**config.mk**
```make
export PLATFORM = sky130hd
export DESIGN_NAME = display_arbiter
export DESIGN_NICKNAME = d
export VERILOG_FILES = /design/src/rtl/disp_arb_pkg.sv /design/src/rtl/tick_gen.sv /design/src/rtl/display_arbiter.sv
export SDC_FILE = /design/constraint.sdc
export NUM_CORES = 1
export LEC_CHECK = 0
export CAP_MARGIN = 0
export CORE_ASPECT_RATIO = 1.1
export CORE_MARGIN = 2
export CORE_UTILIZATION = 44
export CTS_CLUSTER_DIAMETER = 60
export DETAILED_ROUTE_END_ITERATION = 10
export GPL_ROUTABILITY_DRIVEN = 0
export GPL_TIMING_DRIVEN = 0
export PLACE_DENSITY = 0.84
export SKIP_LAST_GASP = 1
export SLEW_MARGIN = 15
export SYNTH_ARGS = -nofsm -noshare
export SYNTH_HDL_FRONTEND = slang
export SYNTH_SLANG_ARGS = --single-unit
```
**constraint.sdc**
```tcl
create_clock -name Clk -period 2.1 [get_ports Clk]
set_clock_uncertainty 0.05 [all_clocks]
set_input_delay 0.315 -clock Clk [delete_from_list [all_inputs] [get_ports Clk]]
set_output_delay 0.315 -clock Clk [all_outputs]
set_load 0.02 [all_outputs]
```
**src/rtl/disp_arb_pkg.sv**
```systemverilog
// Shared constants, state type and priority helper for the display arbiter.
package disp_arb_pkg;

  localparam int unsigned NUM_SRC    = 3;
  localparam int unsigned SRC_ENTRY  = 0;
  localparam int unsigned SRC_RESULT = 1;
  localparam int unsigned SRC_ALERT  = 2;

  typedef enum logic [1:0] {IDLE, SHOW, LINGER} state_e;

  // Highest-priority requester as a one-hot vector: alert > result > entry.
  function automatic logic [NUM_SRC-1:0] pick_highest(input logic [NUM_SRC-1:0] req);
    pick_highest = '0;
    if (req[SRC_ALERT]) begin
      pick_highest[SRC_ALERT] = 1'b1;
    end else if (req[SRC_RESULT]) begin
      pick_highest[SRC_RESULT] = 1'b1;
    end else if (req[SRC_ENTRY]) begin
      pick_highest[SRC_ENTRY] = 1'b1;
    end
  endfunction

endpackage

```
**src/rtl/tick_gen.sv**
```systemverilog
// Free-running prescaler: one-cycle tick every TICK_DIV clocks.
module tick_gen #(
  parameter int unsigned TICK_DIV = 100000
) (
  input  logic Clk,
  input  logic Reset_n,
  output logic tick
);

  localparam int unsigned CntW = $clog2(TICK_DIV);

  logic [CntW-1:0] cnt_q, cnt_d;

  assign tick = (cnt_q == CntW'(TICK_DIV - 1));

  always_comb begin
    cnt_d = tick ? '0 : cnt_q + 1'b1;
  end

  always_ff @(posedge Clk or negedge Reset_n) begin
    if (!Reset_n) begin
      cnt_q <= '0;
    end else begin
      cnt_q <= cnt_d;
    end
  end

endmodule

```
**src/rtl/display_arbiter.sv**
```systemverilog
// Shares the seven-segment display between entry, result and alert sources.
// Optional alert blinking is enabled by defining DISP_ALERT_BLINK_EN.
module display_arbiter
  import disp_arb_pkg::*;
#(
  parameter int unsigned WIDTH       = 13,
  parameter int unsigned TICK_DIV    = 100000,
  parameter int unsigned HOLD_TICKS  = 500,
  parameter int unsigned BLINK_TICKS = 250
) (
  input  logic               Clk,
  input  logic               Reset_n,
  input  logic [NUM_SRC-1:0] Req_i,
  input  logic [WIDTH-1:0]   Entry_val,
  input  logic [WIDTH-1:0]   Result_val,
  input  logic [WIDTH-1:0]   Alert_code,
  output logic [WIDTH-1:0]   Number,
  output logic               Blank,
  output logic [NUM_SRC-1:0] Grant,
  output logic [NUM_SRC-1:0] Rel_o
);

  localparam int unsigned HoldW = $clog2(HOLD_TICKS + 1);

  logic tick;

  tick_gen #(
    .TICK_DIV(TICK_DIV)
  ) u_tick_gen (
    .Clk    (Clk),
    .Reset_n(Reset_n),
    .tick   (tick)
  );

  state_e             state_q, state_d;
  logic [NUM_SRC-1:0] grant_q, grant_d;
  logic [NUM_SRC-1:0] rel_q, rel_d;
  logic [WIDTH-1:0]   number_q, number_d;
  logic               blank_q, blank_d;
  logic [HoldW-1:0]   hold_q, hold_d;
  logic [WIDTH-1:0]   src_val [NUM_SRC];
  logic [WIDTH-1:0]   sel_val;
  logic [NUM_SRC-1:0] others;
  logic               expired, owner_req, alert_preempt;

  assign src_val[SRC_ENTRY]  = Entry_val;
  assign src_val[SRC_RESULT] = Result_val;
  assign src_val[SRC_ALERT]  = Alert_code;

  assign expired       = (hold_q == HoldW'(HOLD_TICKS));
  assign owner_req     = |(Req_i & grant_q);
  assign others        = Req_i & ~grant_q;
  assign alert_preempt = Req_i[SRC_ALERT] && !grant_q[SRC_ALERT];

  always_comb begin
    state_d = state_q;
    grant_d = grant_q;
    unique case (state_q)
      IDLE: begin
        if (|Req_i) begin
          state_d = SHOW;
          grant_d = pick_highest(Req_i);
        end
      end
      SHOW: begin
        // An alert owner keeps the display until it drops its own request.
        if (alert_preempt) begin
          grant_d = pick_highest(Req_i);
        end else if (expired && !grant_q[SRC_ALERT] && |others) begin
          grant_d = pick_highest(others);
        end else if (!owner_req) begin
          state_d = LINGER;
        end
      end
      LINGER: begin
        if (alert_preempt) begin
          state_d = SHOW;
          grant_d = pick_highest(Req_i);
        end else if (owner_req) begin
          state_d = SHOW;
        end else if (expired) begin
          state_d = (|Req_i) ? SHOW : IDLE;
          grant_d = pick_highest(Req_i);
        end
      end
      default: begin
        state_d = IDLE;
        grant_d = '0;
      end
    endcase
  end

  always_comb begin
    sel_val = '0;
    for (int i = 0; i < NUM_SRC; i++) begin
      if (grant_d[i]) sel_val = sel_val | src_val[i];
    end
    number_d = (state_d == SHOW) ? sel_val : number_q;
    rel_d    = (grant_d != grant_q) ? grant_q : '0;
    if (grant_d != grant_q) begin
      hold_d = '0;
    end else if (tick && !expired) begin
      hold_d = hold_q + 1'b1;
    end else begin
      hold_d = hold_q;
    end
  end

`ifdef DISP_ALERT_BLINK_EN
  localparam int unsigned BlinkW = $clog2(2 * BLINK_TICKS);

  logic [BlinkW-1:0] blink_q, blink_d;

  // Phase counts ticks over one full visible+dark period; restarts on every alert grant.
  always_comb begin
    if (grant_d[SRC_ALERT] && !grant_q[SRC_ALERT]) begin
      blink_d = '0;
    end else if (grant_q[SRC_ALERT] && tick) begin
      blink_d = (blink_q == BlinkW'(2 * BLINK_TICKS - 1)) ? '0 : blink_q + 1'b1;
    end else begin
      blink_d = blink_q;
    end
    blank_d = (grant_d == '0) || (grant_d[SRC_ALERT] && (blink_d >= BlinkW'(BLINK_TICKS)));
  end

  always_ff @(posedge Clk or negedge Reset_n) begin
    if (!Reset_n) begin
      blink_q <= '0;
    end else begin
      blink_q <= blink_d;
    end
  end
`else
  always_comb begin
    blank_d = (grant_d == '0);
  end
`endif

  always_ff @(posedge Clk or negedge Reset_n) begin
    if (!Reset_n) begin
      state_q  <= IDLE;
      grant_q  <= '0;
      rel_q    <= '0;
      number_q <= '0;
      blank_q  <= 1'b1;
      hold_q   <= '0;
    end else begin
      state_q  <= state_d;
      grant_q  <= grant_d;
      rel_q    <= rel_d;
      number_q <= number_d;
      blank_q  <= blank_d;
      hold_q   <= hold_d;
    end
  end

  assign Number = number_q;
  assign Blank  = blank_q;
  assign Grant  = grant_q;
  assign Rel_o  = rel_q;

endmodule

```
==> results of run 1 <==
-- metal layers --
metal | vias to the layer above | wire length [um] | track usage (%)
met1 | 1263 | 3008 | 27.58
li1 | 1154 | - | -
met2 | 118 | 4182 | 42.66
met5 | - | 0 | 0
met4 | 0 | 252 | 10.74
met3 | 18 | 466 | 4.221
-- critical path: stages (launching register included) --
cell	delay, ps
dfrtp_2	450
a222oi_1	400
nand3_2	160
buf_6	150
mux2i_4	190
a21o_1	200
buf_6	130
buf_4	130
a222oi_1	290
a21oi_1	170
-- state kept, by name (all words and copies together) (netlist names) --
name / cells
Rel_o: 3
state_q: 2
hold_q: 9
u_tick_gen.cnt_q: 17
Grant: 3
Number: 13
Blank: 1
-- synth_stat cells, types with 2 or more instances --
cell	instances
nand2b_1	3
buf_2	4
buf_6	3
xor2_1	10
a21oi_1	22
dfrtp_1	47
nand4_1	5
a21o_1	3
clkbuf_1	5
o21ai_0	2
nand2_1	15
and3_1	5
buf_4	2
a21oi_2	3
ha_1	3
xnor2_1	11
nor2b_1	5
nor2_1	41
nor3_1	8
and4_1	2
nand3_2	2
nand3_1	14
nand3b_1	2
or3_1	3
inv_1	4
and2_1	2
a222oi_1	14
-- per-stage QoR --
step                      setup WS [ps]  instance area (sq um)  utilization [%]
after floorplan                  -103.5                   2581                -
after detailed placement         -664.9                   3303            57.98
after global routing             -442.7                   3835            67.32
after global placement           -784.8                   3288            57.72
after CTS                        -293.3                   3782            66.40
final                            -347.0                   3835            67.32
-- path summary, 6_finish.rpt --
| path | from | slack [ps] | cells past startpoint | to |
|---|---|---|---|---|
| min in group asynchronous | Reset_n | 470 | 2 | u_tick_gen.cnt_q[9] |
| min | Req_i[0] | 440 | 3 | state_q[1] |
| max reg2reg | Grant[0] | -350 | 9 | Number[3] |
| min reg2reg | u_tick_gen.cnt_q[0] | 450 | 1 | u_tick_gen.cnt_q[0] |
| max | Grant[0] | -350 | 9 | Number[3] |
| max in group asynchronous | Reset_n | 1000 | 3 | Grant[0] |
-- cell families after synthesis --
group	count (synthesis)
DFF	48
buffers and inverters	18
AOI/OAI and AO/OA	54
and+or+nand+nor	116
adders and majority gates	3
xor gates and xnor gates	21
muxes	1
-- power by group through the flow --
stage	combinational [W]	sequential (W)	clock (W)
detailed placement	0.00191	0.00126	0
global route	0.00259	0.00129	0.000760
floorplan	0.000966	0.00147	0
CTS	0.00232	0.00125	0.000706
finish	0.00246	0.00126	0.000715
global placement	0.00185	0.00125	0
-- layout make-up --
class | count | area share (%)
Buffer | 13 | 2.806
Clock buffer | 6 | 2.153
Clock inverter | 2 | 1.011
Inverter | 4 | 0.3915
Multi-Input combinational cell | 196 | 36.48
Sequential cell | 48 | 31.42
Tap cell | 77 | 2.512
Timing Repair Buffer | 94 | 23.23
-- timing repair --
action	4_1_cts	5_1_grt
pin swaps	19	18
resized for setup	38	10
setup endpoints to repair	28	29
hold buffers	1	0
setup buffers	27	3
cloned	2	0
endpoints found under the hold margin	20	0
==> metrics.md, run 1 <==
| Metric | Value |
|---|---|
| Result of the run | `finished with violations` |
| Failing checks | `negative setup slack` |
| DRC violation count after routing | `0` |
| Worst Hold Slack | `442.2 ps` |
| Parity-gate share of the synthesized area counting xor and xnor cells | `7.181%` |
| Mux contribution to synthesized area | `less than 1%` |
| CTS buffer count | `5` |
| DP HPWL | `approximately 4500 um` |
| Sequential fraction of the synthesis area | `46.95%` |
| Largest fanout on the critical path | `4` |
| Clock slew seen by the registers of the worst setup and hold paths | `roughly 100 ps` |
| FP Rows | `29` |
| Biggest area contributors in the synthesized netlist | `dfrtp_1 46%, nor2_1 6.0%, a222oi_1 5.5%` |
| Leading cell type in the layout, fill and taps excluded | `clkdlybuf4s50_1` |
| Non-filler instance count after layout | `440` |
| Area of all sequential standard cells | `0.001205 sq mm` |
| Post-synthesis register bit count | `between 40 and 50` |
| Internal | `0.002666 W` |
| Synth Flop Type | `dfrtp_1` |
| Main combinational cell family by area after synthesis | `simple AND/OR/NAND/NOR gates` |
| Number of nets in the finished design | `~400` |
| Vias after detailed routing | `roughly 2600` |
| Width of the die | `76.75 um` |
| Synthesized netlist cell count | `~260` |
| Starting Density | `44.96%` |
| Area enclosed by the die boundary | `0.006448 sq mm` |
| Yosys warning total | `0` |
| Number of antenna violations at the first check in global routing | `0` |
| Simple-gate share of the synthesized area | `23.69%` |
| First-pass GRT wire length | `12440 um` |
| Final Slew Violations | `0` |
| Fmax achieved | `0.4087 GHz` |
| Number of filler cells placed in the layout | `418` |
| Overall global routing resource usage | `a little under a quarter` |
| Hold Vio Cnt, Final | `0` |
| Clock latency at the later pin of the worst-skew pair | `300 ps` |
| Combinational fraction of design power | `55.4%` |
| Fraction of final layout cells sized beyond drive strength 1 | `23.14%` |
| Slew at the pin closest to its max-slew limit | `627.1 ps` |
| Minimum clock period | `2447 ps` |
| Number of enable-type register cells in the synthesized netlist | `0` |
| Area Overhead vs Synth | `49.73%` |
| Share of the cycle needed by the critical path after routing | `116.5%` |
| Clock Path Buffers | `2` |
| Largest net degree at the start of global routing | `28` |
| Data arrival time of the worst path | `2560 ps` |
| Clock root buffer | `clkbuf_8` |
| Leading cell types in the layout, fill and taps excluded | `59 x clkdlybuf4s50_1, 45 x dfrtp_1, 39 x nor2_1` |
| Portion of total power attributed to the clock network | `16.1%` |
| Share of total power in sequential cells | `between 20% and 30%` |
| Relative slew slack | `around 58%` |
| Cell Count Post-Placement | `400` |
| Hold Path Class | `primary input to register` |
| Critical path type | `register to register` |
| Data required time at the worst endpoint | `between 2000 and 2500 ps` |
| Total wire length after detailed routing | `slightly below 8000 um` |
| Highest ir drop seen on vdd | `0.0008398 V` |
| Synth Net Count | `308` |
| Area used by multi-input combinational logic | `0.001399 sq mm` |
| Vert. Die Dim | `about 84 um` |
| Cell area after technology mapping | `0.002561 sq mm` |
| Number of antenna-violating nets in the routed design | `0` |
| Proportion of netlist area held by the largest area contributor | `about 46%` |
| DRC marker count from the first detailed-route iteration | `165` |
| Cell type with the largest total area after synthesis | `dfrtp_1` |
| Clock tree from TritonCTS | `built` |
| Sum Neg Setup Slack | `-6753 ps` |
| H-tree depth | `2` |
| Port bufs | `between 60 and 70` |
| Avg Vias per Cell | `just under 6` |
| Startpoint kind of the worst setup timing path | `register` |
| Proportion of synthesized flip-flops having asynchronous set or reset | `100.0%` |
| Setup repair after global routing missed its margin | `yes` |
| Placeable core region | `0.005697 sq mm` |
| Post-synthesis cell type count | `48` |
| Pre-Repair DR Iteration Count | `6` |
| Switching power | `0.001778 W` |
| Switching part of the total | `40.00%` |
| Overall power | `between 0.004 and 0.005 W` |
| Via count of the first global-routing pass | `2651` |
| Overflow after GRT | `0` |
| Type of destination of the critical path | `register` |
| Final worst-path setup slack | `-347.0 ps` |
| Fraction of the mapped netlist area in compound gates | `around 16%` |
| N_diodes | `0` |
| Leakage Power | `1.601 nW` |
| Synthesized area per cell | `9.813 sq um` |
| Number of primary I/O pins | `64` |
| Sinks on Clock Net | `48` |
| Ratio of total power to cell area | `1159 mW/mm^2` |
| Adder-cell share of the synthesized area | `1.466%` |
| Endpoints failing setup | `28` |
| Routed WL per cell | `17.98 um` |
| MaxCap Viol Count | `0` |
Note: power is estimated with default switching activity, not from simulation.
==> run 2, diff against run 1 <==
--- a/config.mk
+++ b/config.mk
@@ -7,7 +7,7 @@
 export LEC_CHECK = 0
 export CAP_MARGIN = 0
 export CORE_ASPECT_RATIO = 1.1
-export CORE_MARGIN = 2
+export CORE_MARGIN = 3
 export CORE_UTILIZATION = 44
 export CTS_CLUSTER_DIAMETER = 60
 export DETAILED_ROUTE_END_ITERATION = 10
==> run 2 against run 1 <==
Compared with the run above:
- the flow still finishes with violations (negative setup slack)
- wire length fell by 2.5%
- via count down 1.2%
- first-iteration DRC count is 64% higher
- setup slack worse by 23 ps
- clock power up 11%
- critical path depth decreased by 1
- hold slack worse by 54 ps
- final cell count down 3.0%
- cell area is 1.4% lower
- global-route usage is 2.0 points lower
- power fell by 0.66%
- fmax down 0.93%
- largest cell class unchanged
- largest power group unchanged
- highest routed layer unchanged
==> metrics.md, run 2 (same netlist as run 1, synthesis figures left out) <==
| Metric | Value |
|---|---|
| Slew at the pin closest to its max-slew limit | `537.2 ps (-89.86 ps)` |
| Largest stage delay on the critical path | `490 ps (+40 ps)` |
| Type of destination of the critical path | `register` |
| Leakage Power | `1.550 nW (-3.1%)` |
| Final core utilization | `68.77% (+1.4 points)` |
| Width of the die | `78.75 um (+2.6%)` |
| Result of the run | `finished with violations` |
| Largest net degree at the start of global routing | `35 (+25%)` |
| Hold Path Class | `primary input to async pin` |
| First-pass GRT wire length | `11560 um (-7.1%)` |
| Highest ir drop seen on vdd | `0.0008668 V (+3.2%)` |
| Data required time at the worst endpoint | `2240 ps (+30 ps)` |
| Pre-Repair DR Iteration Count | `7 (+1)` |
| Fraction of final layout cells sized beyond drive strength 1 | `20.74% (-2.4 points)` |
| Vias after detailed routing | `2522 (-1.2%)` |
| Total wire length after detailed routing | `7710 um (-2.5%)` |
| Area Overhead vs Synth | `47.68%` |
| Leading cell types in the layout, fill and taps excluded | `59 x clkdlybuf4s50_1, 45 x dfrtp_1, 39 x nor2_1` |
| Overall global routing resource usage | `21.82% (-2.0 points)` |
| Most flops, register | `u_tick_gen.cnt_q` |
| N_diodes | `0 (unchanged)` |
| Hold Vio Cnt, Final | `0 (unchanged)` |
| MaxCap Viol Count | `0 (unchanged)` |
| Number of nets in the finished design | `398 (-2.7%)` |
| Number of antenna-violating nets in the routed design | `0 (unchanged)` |
| Data arrival time of the worst path | `2610 ps (+50 ps)` |
| DRC violation count after routing | `0 (unchanged)` |
| Vert. Die Dim | `86.02 um (+2.4%)` |
| CTS buffer count | `5 (unchanged)` |
| R2R Path End | `Number[2]` |
| Area enclosed by the die boundary | `0.006774 sq mm (+5.0%)` |
| Most numerous cell on the critical path | `a222oi_1` |
| Clock root buffer | `clkbuf_8` |
| Via count of the first global-routing pass | `2505 (-5.5%)` |
| H-tree depth | `2 (unchanged)` |
| Startpoint kind of the worst setup timing path | `register` |
| Clock slew seen by the registers of the worst setup and hold paths | `100 ps (about the same)` |
| Number of antenna violations at the first check in global routing | `0 (unchanged)` |
| Starting Density | `46.57% (+1.6 points)` |
| Sinks on Clock Net | `48 (unchanged)` |
| Largest fanout on the critical path | `7 (+3)` |
| DP HPWL | `4560 um (+2.0%)` |
| Avg Vias per Cell | `5.906 (+1.8%)` |
| Failing checks | `negative setup slack` |
| Port bufs | `61 (unchanged)` |
| Clock tree from TritonCTS | `built` |
| FP Rows | `28 (-3.4%)` |
| Setup repair after global routing missed its margin | `yes` |
| Placeable core region | `0.005500 sq mm (-3.4%)` |
| Relative slew slack | `64.19% (+6.6 points)` |
| Critical path type | `register to register` |
| Max FFs per register | `17 (unchanged)` |
| Routed WL per cell | `18.06 um (+0.45%)` |
| Clock Path Buffers | `2 (unchanged)` |
| Final worst-path setup slack | `-370.0 ps (-23.02 ps)` |
| Share of the cycle needed by the critical path after routing | `117.6% (+1.1 points)` |
| Fmax achieved | `0.4049 GHz (-0.93%)` |
| Clock latency at the later pin of the worst-skew pair | `310 ps (about the same)` |
| Worst R2R Path Depth | `8 (-1)` |
| Overflow after GRT | `0 (unchanged)` |
| Leading cell type in the layout, fill and taps excluded | `clkdlybuf4s50_1` |
| Ratio of total power to cell area | `1167 mW/mm^2 (+0.72%)` |
| Startpoint of the worst-slack reg-to-reg timing path | `Grant[1]` |
| Minimum clock period | `2470 ps (+23.02 ps)` |
| Worst setup slack for register-to-register paths | `-370 ps (-20 ps)` |
| Number of primary I/O pins | `64 (unchanged)` |
| Final Slew Violations | `0 (unchanged)` |
| Endpoints failing setup | `27 (-3.6%)` |
| Cell with the largest stage delay on the worst path | `dfrtp_2` |
| Worst-path cell chain | `a222oi_1, nand3_4, mux2i_4, a21o_1, buf_6, buf_4, a222oi_1, a21oi_1` |
| DRC marker count from the first detailed-route iteration | `270 (+64%)` |
| Pre-CTS worst setup slack | `-665.2 ps (-0.2210 ps)` |
[run 2: per-stage QoR]
stage          setup TNS (ps)  hold WS (ps)  total power [W]  cells  area [sq um]
2_1_floorplan           -1098        -30.59         0.002438    261          2581
3_3_place_gp           -41950         405.5         0.003106    397          3286
3_5_place_dp           -12620         196.1         0.003145    398          3301
4_1_cts                 -3836         380.7         0.004165    422          3647
5_1_grt                 -7995         396.9         0.004603    427          3782
6_report                -6984         388.2         0.004414    427          3782
[run 2: repair_timing]
action,4_1_cts,5_1_grt
cloned,1,0
gates resized for setup,22,19
pin swaps,12,13
endpoints found under the hold margin,14,0
buffers inserted,15,6
endpoints found under the setup margin,29,33
hold buffers,1,0
[run 2: critical path, delay by kind of cell (launching register included)]
| kind | cells | cell delay (ps) |
|---|---|---|
| flip-flops | 1 | 490 |
| buffers and inverters | 2 | 260 |
| multiplexers | 1 | 260 |
| AND/OR/NAND/NOR | 1 | 210 |
| AO/OA/AOI/OAI | 4 | 1070 |
[run 2: worst max-delay path by stage]
| stage | from | end | slack, ps | cells past startpoint |
|---|---|---|---|---|
| 3_5_place_dp | Req_i[2] | Number[6] | -670 | 8 |
| 6_report | Grant[1] | Number[2] | -370 | 8 |
| 3_3_place_gp | Reset_n | Grant[0] | -810 | 1 |
| 4_1_cts | Grant[0] | Rel_o[2] | -230 | 6 |
| 5_1_grt | Grant[0] | Number[6] | -410 | 7 |
| 2_1_floorplan | Grant[0] | Number[10] | -100 | 8 |
[run 2: layout make-up]
cell class / instances / area [sq um]
fillers: 391 / 1718
multi-input cells: 196 / 1433
flip-flops and latches: 48 / 1205
repair buffers: 84 / 810.8
well taps: 75 / 93.84
plain buffers: 12 / 92.59
clock buffers: 6 / 72.57
clock inverters: 2 / 60.06
inverters: 4 / 15.01
[run 2: routing by layer]
metal	vias up	track usage, %	part of all wire, %
met5	-	0	0
met4	0	10.97	3.7
met3	27	4.097	6.8
met2	131	37.76	52
met1	1231	25.77	37
li1	1133	-	-
[run 2: power by group]
part / switching [W] / internal, W / total (W)
clock network: 0.000319 / 0.000476 / 0.000795
logic: 0.00128 / 0.00107 / 0.00236
registers: 0.000127 / 0.00114 / 0.00126
==> run 3, diff against run 2 <==
--- a/config.mk
+++ b/config.mk
@@ -5,7 +5,6 @@
 export SDC_FILE = /design/constraint.sdc
 export NUM_CORES = 1
 export LEC_CHECK = 0
-export CAP_MARGIN = 0
 export CORE_ASPECT_RATIO = 1.1
 export CORE_MARGIN = 3
 export CORE_UTILIZATION = 44
==> results of run 3 <==
Same layout as run 2: the final DEF is identical, and so are final timing and power.
